$ cat src/rtl/sync_fifo.sv
// Synchronous FIFO with registered storage; pointers carry one extra wrap bit so
// full and empty are told apart by the pointer difference.
module sync_fifo #(
    parameter int WIDTH      = 8,
    parameter int DEPTH_POW2 = 2
) (
    input  logic             clk_i,
    input  logic             reset_ni,
    input  logic             wr_en_i,
    input  logic [WIDTH-1:0] wr_data_i,
    input  logic             rd_en_i,
    output logic [WIDTH-1:0] rd_data_o,
    output logic             full_o,
    output logic             empty_o
);

    localparam int DEPTH = 1 << DEPTH_POW2;
    typedef logic [DEPTH_POW2:0] ptr_t;

    logic [WIDTH-1:0] mem_q [DEPTH];
    logic [WIDTH-1:0] mem_d [DEPTH];
    ptr_t             wr_ptr_q, wr_ptr_d;
    ptr_t             rd_ptr_q, rd_ptr_d;
    ptr_t             fill;

    assign fill      = wr_ptr_q - rd_ptr_q;
    assign empty_o   = (fill == '0);
    assign full_o    = (fill == ptr_t'(DEPTH));
    assign rd_data_o = mem_q[rd_ptr_q[DEPTH_POW2-1:0]];

    always_comb begin
        mem_d    = mem_q;
        wr_ptr_d = wr_ptr_q;
        rd_ptr_d = rd_ptr_q;
        if (wr_en_i) begin
            mem_d[wr_ptr_q[DEPTH_POW2-1:0]] = wr_data_i;
            wr_ptr_d = wr_ptr_q + ptr_t'(1);
        end
        if (rd_en_i) rd_ptr_d = rd_ptr_q + ptr_t'(1);
    end

    always_ff @(posedge clk_i or negedge reset_ni) begin
        if (!reset_ni) begin
            mem_q    <= '{default: '0};
            wr_ptr_q <= '0;
            rd_ptr_q <= '0;
        end else begin
            mem_q    <= mem_d;
            wr_ptr_q <= wr_ptr_d;
            rd_ptr_q <= rd_ptr_d;
        end
    end

endmodule

$ cat config.mk
export PLATFORM = sky130hd
export DESIGN_NAME = sync_fifo
export DESIGN_NICKNAME = d
export VERILOG_FILES = /design/src/rtl/sync_fifo.sv
export SDC_FILE = /design/constraint.sdc
export NUM_CORES = 1
export LEC_CHECK = 0
export BUFFER_PORTS_ARGS = -buffer_cell sky130_fd_sc_hd__buf_2
export CAP_MARGIN = 10
export CORE_MARGIN = 2
export CORE_UTILIZATION = 50
export DETAILED_ROUTE_END_ITERATION = 10
export PLACE_DENSITY = 0.7
export RECOVER_POWER = 100
export SYNTH_ARGS = -nofsm -noshare
export SYNTH_HDL_FRONTEND = slang
export SYNTH_SLANG_ARGS = --single-unit
$ cat constraint.sdc
create_clock -name clk_i -period 3.45 [get_ports clk_i]
set_input_delay 0.345 -clock clk_i [delete_from_list [all_inputs] [get_ports clk_i]]
set_output_delay 0.345 -clock clk_i [all_outputs]
set_load 0.005 [all_outputs]
* After elaboration in Yosys (flattened, before gate mapping)
Index checks and enable logic that the tools add are counted.
** Word-level totals
- Bits in latches :: 0
- Bits in writable memories :: 0
- Logic and storage cells :: 23
- Input bits :: 12
- Bits in read-only memories :: 0
- Register bits after elaboration :: 38
- Memories :: 0
** Cells by class
- Equal/unequal tests :: 1
- Bitwise operators :: 2
- $mul :: 0
- Add/subtract/negate cells :: 3
- Muxes and demuxes :: 6
- Reductions and logical operators :: 2
- Div/mod/pow operators :: 0
- $lt $le $gt $ge :: 3
- Shift-type cells :: 0
** Operators with widths (number)
- 32-bit bitwise mux :: 1
- 8-bit 2-to-1 mux :: 3
- 8-bit binary-select mux with 2-bit select :: 1
- 8-bit demux with 2-bit select :: 1
- 3-bit by 1-bit adder with 3-bit output, second input constant :: 2
- 3-bit >= comparator, second input constant :: 2
- 2-bit inverter with 3-bit output :: 2
- 3-bit == test, second input constant :: 1
- 3-bit logical NOT :: 1
- 3-bit by 1-bit < comparator with 1-bit output, second input constant :: 1
- 3-bit subtractor :: 1
- 1-bit logical AND :: 1

* Depth between registers and ports, before layout
- Depth in word-level cells :: 6
- Mapped depth :: 6

* Worst setup path before layout
Ideal clock, no wire load.
- Path kind :: register -> output
- Start :: register rd_ptr_q[1]
- End :: output empty_o
- Arrival time :: 1.168 ns
- Setup slack :: 1.937 ns
- Buffers on the path :: 1
- Cell stages (with the launch flop) :: 7
- Cells stage by stage :: dfrtp_1 -> buf_2 -> inv_1 -> ha_1 -> nor2b_1 -> xnor2_1 -> nor2b_1
** On the way
- Word-level cells in the longest chain between the ends :: 2
** Ends and longest elaborated chain
- from (decl) :: line 23 : ptr_t rd_ptr_q, rd_ptr_d;
- from (signal assigned) :: line 50 : rd_ptr_q <= rd_ptr_d;
- 3-bit subtractor :: line 26 : assign fill = wr_ptr_q - rd_ptr_q;
- 3-bit logical NOT :: line 27 : assign empty_o = (fill == '0);
- to (decl) :: line 14 : output logic empty_o
Every way passes these cells.

* Worst setup path in the final report
- Start :: register rd_ptr_q[0]
- End :: output empty_o
Same word-level chain as after synthesis.

==> impl_metrics.csv <==
group,metric,value,unit
drt,wire_per_inst,16.5,um
grt,grt_pass1_vias,1070,
sta,hold_slack,0.217,ns
pwr,clkPwrFrac,0.118,
floorplanning,num_io_pins,22,
worst_hold_path,hp-start,"rd_en_i",
pwr,p_int,1220,uW
clock_tree,clock-sinks,38,
worst_setup_path,critPathLaunch,"rd_ptr_q[0]$_DFFE_PN0P_",
drt,wl_met2,1600,um
sta,finalSetupTns,0,ns
worst_setup_path,r2r_start,"wr_ptr_q[0]$_DFFE_PN0P_",
sta,worst_pin_slew,1.97,ns
flow_run,cap_violations,1,
clock_tree,clock_latency,0.34,ns
sta,finClkSkew,0.00646,ns
worst_setup_path,worst-setup-path-type,"flip-flop to primary output",
cells_and_area,multi_input_area,737,um^2
place,place_congestion,0.697,
clock_tree,holdBufCountCts,0,
drt,wl_met1,1210,um
cells_and_area,fin_nets,154,
cells_and_area,n_fill_cell,301,
floorplanning,die_area,0.00395,mm^2
drt,first_iter_violations,43,
place,port_buffers,21,
worst_setup_path,path_max_fanout,11,
worst_setup_path,path_cells,"ha_1 > nor2b_1 > xnor2_1 > nor2b_1 > clkbuf_2",
sta,slew_headroom,-0.315,
sta,post-route-min-period,2.26,ns
yosys,synthesis.nets,129,
status,violations,"max-capacitance violations, max-slew violations",
drt,via_per_inst,5.38,
drt,drtAntennaViolNets,0,
status,status,"complete, but fails checks",
pwr,power_density,945,mW/mm^2
yosys,synth-seq-area-share,0.549,
floorplanning,die_h,62.9,um
drt,wl_met3,119,um
grt,antenna_found_initial,0,
clock_tree,post_cts_resized,0,
clock_tree,numCtsBuffers,5,
worst_setup_path,cpPeakStageDelay,0.77,ns
cells_and_area,area_delta_synth_final,9.96,%
grt,grt_max_degree,39,
pwr,p_leak,0.000856,uW
sta,fmax,443,MHz
sta,grt_setup_unrepaired,"false",
floorplanning,initial_core_util,0.519,
floorplanning,rows,21,
worst_hold_path,hp-class,"input pin to flip-flop",
worst_setup_path,slowest_stage,"dfrtp_1",
grt,grt_pass1_wl,5110,um
cells_and_area,diodes,0,
drt,drcViolationCount,0,
yosys,syn_area_per_cell,15.8,um^2
cells_and_area,drive_above_1_share,0.474,
yosys,ys_warn_count,0,
floorplanning,core-area,0.00334,mm^2
yosys,synth.distinct_cells,15,
clock_tree,cts.htree.levels,2,
clock_tree,clock-root-buffer,"clkbuf_4",
sta,finalSetupViolations,0,
clock_tree,cts_setup_buffers,0,
worst_setup_path,cp-end-kind,"primary output",
drt,routed.top_layer,"met4",
worst_setup_path,startpoint_type,"flip-flop",
clock_tree,cts.path.max_buffers,2,
pwr,p_switching,583,uW
floorplanning,die_w,62.9,um
yosys,syn_area,0.00173,mm^2
worst_setup_path,cp_common_cell,"nor2b_1",
drt,vias,973,
cells_and_area,seqCellArea,951,um^2
pwr,seqPwrFrac,0.471,
place,post-dp-hpwl,2000,um
pwr,power_switching_share,0.324,
yosys,ys_ff_latch,38,
sta,slew_viol_final,39,
worst_setup_path,crit_arrival,1.91,ns
worst_setup_path,required,3.11,ns
drt,drt-pass1-iter-count,4,
grt,grt_util_all_layers,0.176,
clock_tree,clk_pin_slew,0.10,ns
clock_tree,cts_tree,"yes",
sta,finalCritPeriodShare,0.654,
grt,overflow,0,
drt,wl,2990,um
sta,final_hold_viol_count,0,
yosys,syn_inst,110,
pwr,comb_power_share,0.411,
pwr,vdd_ir_drop_max,0.467,mV
[area by class of cell]
| type | count | area share |
|---|---|---|
| tap | 46 | 0.0302 |
| clock buffer | 5 | 0.0197 |
| clock inverter | 2 | 0.00525 |
| inverter | 3 | 0.00591 |
| timing repair buffer | 21 | 0.0532 |
| sequential | 38 | 0.499 |
| multi-input combinational | 66 | 0.387 |
[per-stage QoR]
stage                     power, uW  area, um^2  cells  setup slack (ns)   util
final                          1800        1910    181              1.19  0.571
after global routing           1950        1910    181             0.989  0.571
after detailed placement       1630        1870    174              1.54  0.561
after CTS                      1840        1920    181              1.15  0.575
after floorplan                1390        1730    110              1.94      -
after global placement         1580        1870    174              1.54  0.561
[logic make-up after synthesis]
kind of cell / count (synthesis) / share of synthesized area
compound gates: 2 / 0.00578
xor+xnor: 6 / 0.0303
fa+ha+maj: 7 / 0.0505
buf+inv: 6 / 0.0202
flops: 38 / 0.549
mux: 40 / 0.312
simple gates: 11 / 0.0325
[power by group through the flow]
stage	clock, uW	combinational [uW]	sequential [uW]
after floorplan	0	622	765
after global placement	0	739	837
after detailed placement	0	769	860
after CTS	221	771	849
after global routing	240	822	884
final	213	741	848
[metal layers]
metal	track usage	vias to the layer above
met2	0.310	17
met1	0.197	503
met4	0.0917	0
met5	0	-
li1	-	448
met3	0.0432	5
[cell usage in the layout, fill, tap and decap left out]
cell type	instances
clkbuf_1	3
o21ai_0	2
clkbuf_2	2
clkbuf_4	5
xnor2_1	3
clkinv_2	2
buf_2	16
xor2_1	3
mux4_2	8
inv_1	3
dfrtp_1	38
mux2_2	31
nor2_1	1
ha_1	7
nand2_1	8
nor2b_1	2
mux2_1	1
[registers in the layout (all words and copies together) (netlist names)]
name / cells
mem_q: 32
wr_ptr_q: 3
rd_ptr_q: 3
[Yosys cell counts]
| master | count | area share |
|---|---|---|
| buf_6 | 1 | 0.0065 |
| nor2b_1 | 2 | 0.0072 |
| buf_2 | 1 | 0.0029 |
| buf_4 | 1 | 0.0043 |
| dfrtp_1 | 38 | 0.55 |
| inv_1 | 3 | 0.0065 |
| nor2_1 | 1 | 0.0022 |
| ha_1 | 7 | 0.051 |
| o21ai_0 | 2 | 0.0058 |
| nand2_1 | 4 | 0.0087 |
| nand2_2 | 4 | 0.014 |
| mux2_2 | 32 | 0.21 |
| xor2_1 | 3 | 0.015 |
| mux4_2 | 8 | 0.10 |
| xnor2_1 | 3 | 0.015 |
[worst max-delay path: cells and delay by family (launching register included)]
kind | cells | cell delay [ns]
flip-flops | 1 | 0.77
adder cells (fa/ha/maj) | 1 | 0.25
XOR/XNOR | 1 | 0.14
AND/OR/NAND/NOR | 2 | 0.30
buffers and inverters | 1 | 0.12
[final timing paths]
kind / to / slack, ns / cells past startpoint
hold / removal: rd_ptr_q[0]$_DFFE_PN0P_ / 0.22 / 2
hold reg to reg: mem_q[10]$_DFFE_PN0P_ / 0.51 / 1
setup reg to reg: mem_q[25]$_DFFE_PN0P_ / 1.88 / 4
max in group asynchronous: mem_q[30]$_DFFE_PN0P_ / 1.78 / 1
min in group asynchronous: wr_ptr_q[2]$_DFFE_PN0P_ / 0.55 / 1
setup / recovery: empty_o / 1.19 / 5
No activity file was read; power rests on OpenSTA's default activity.
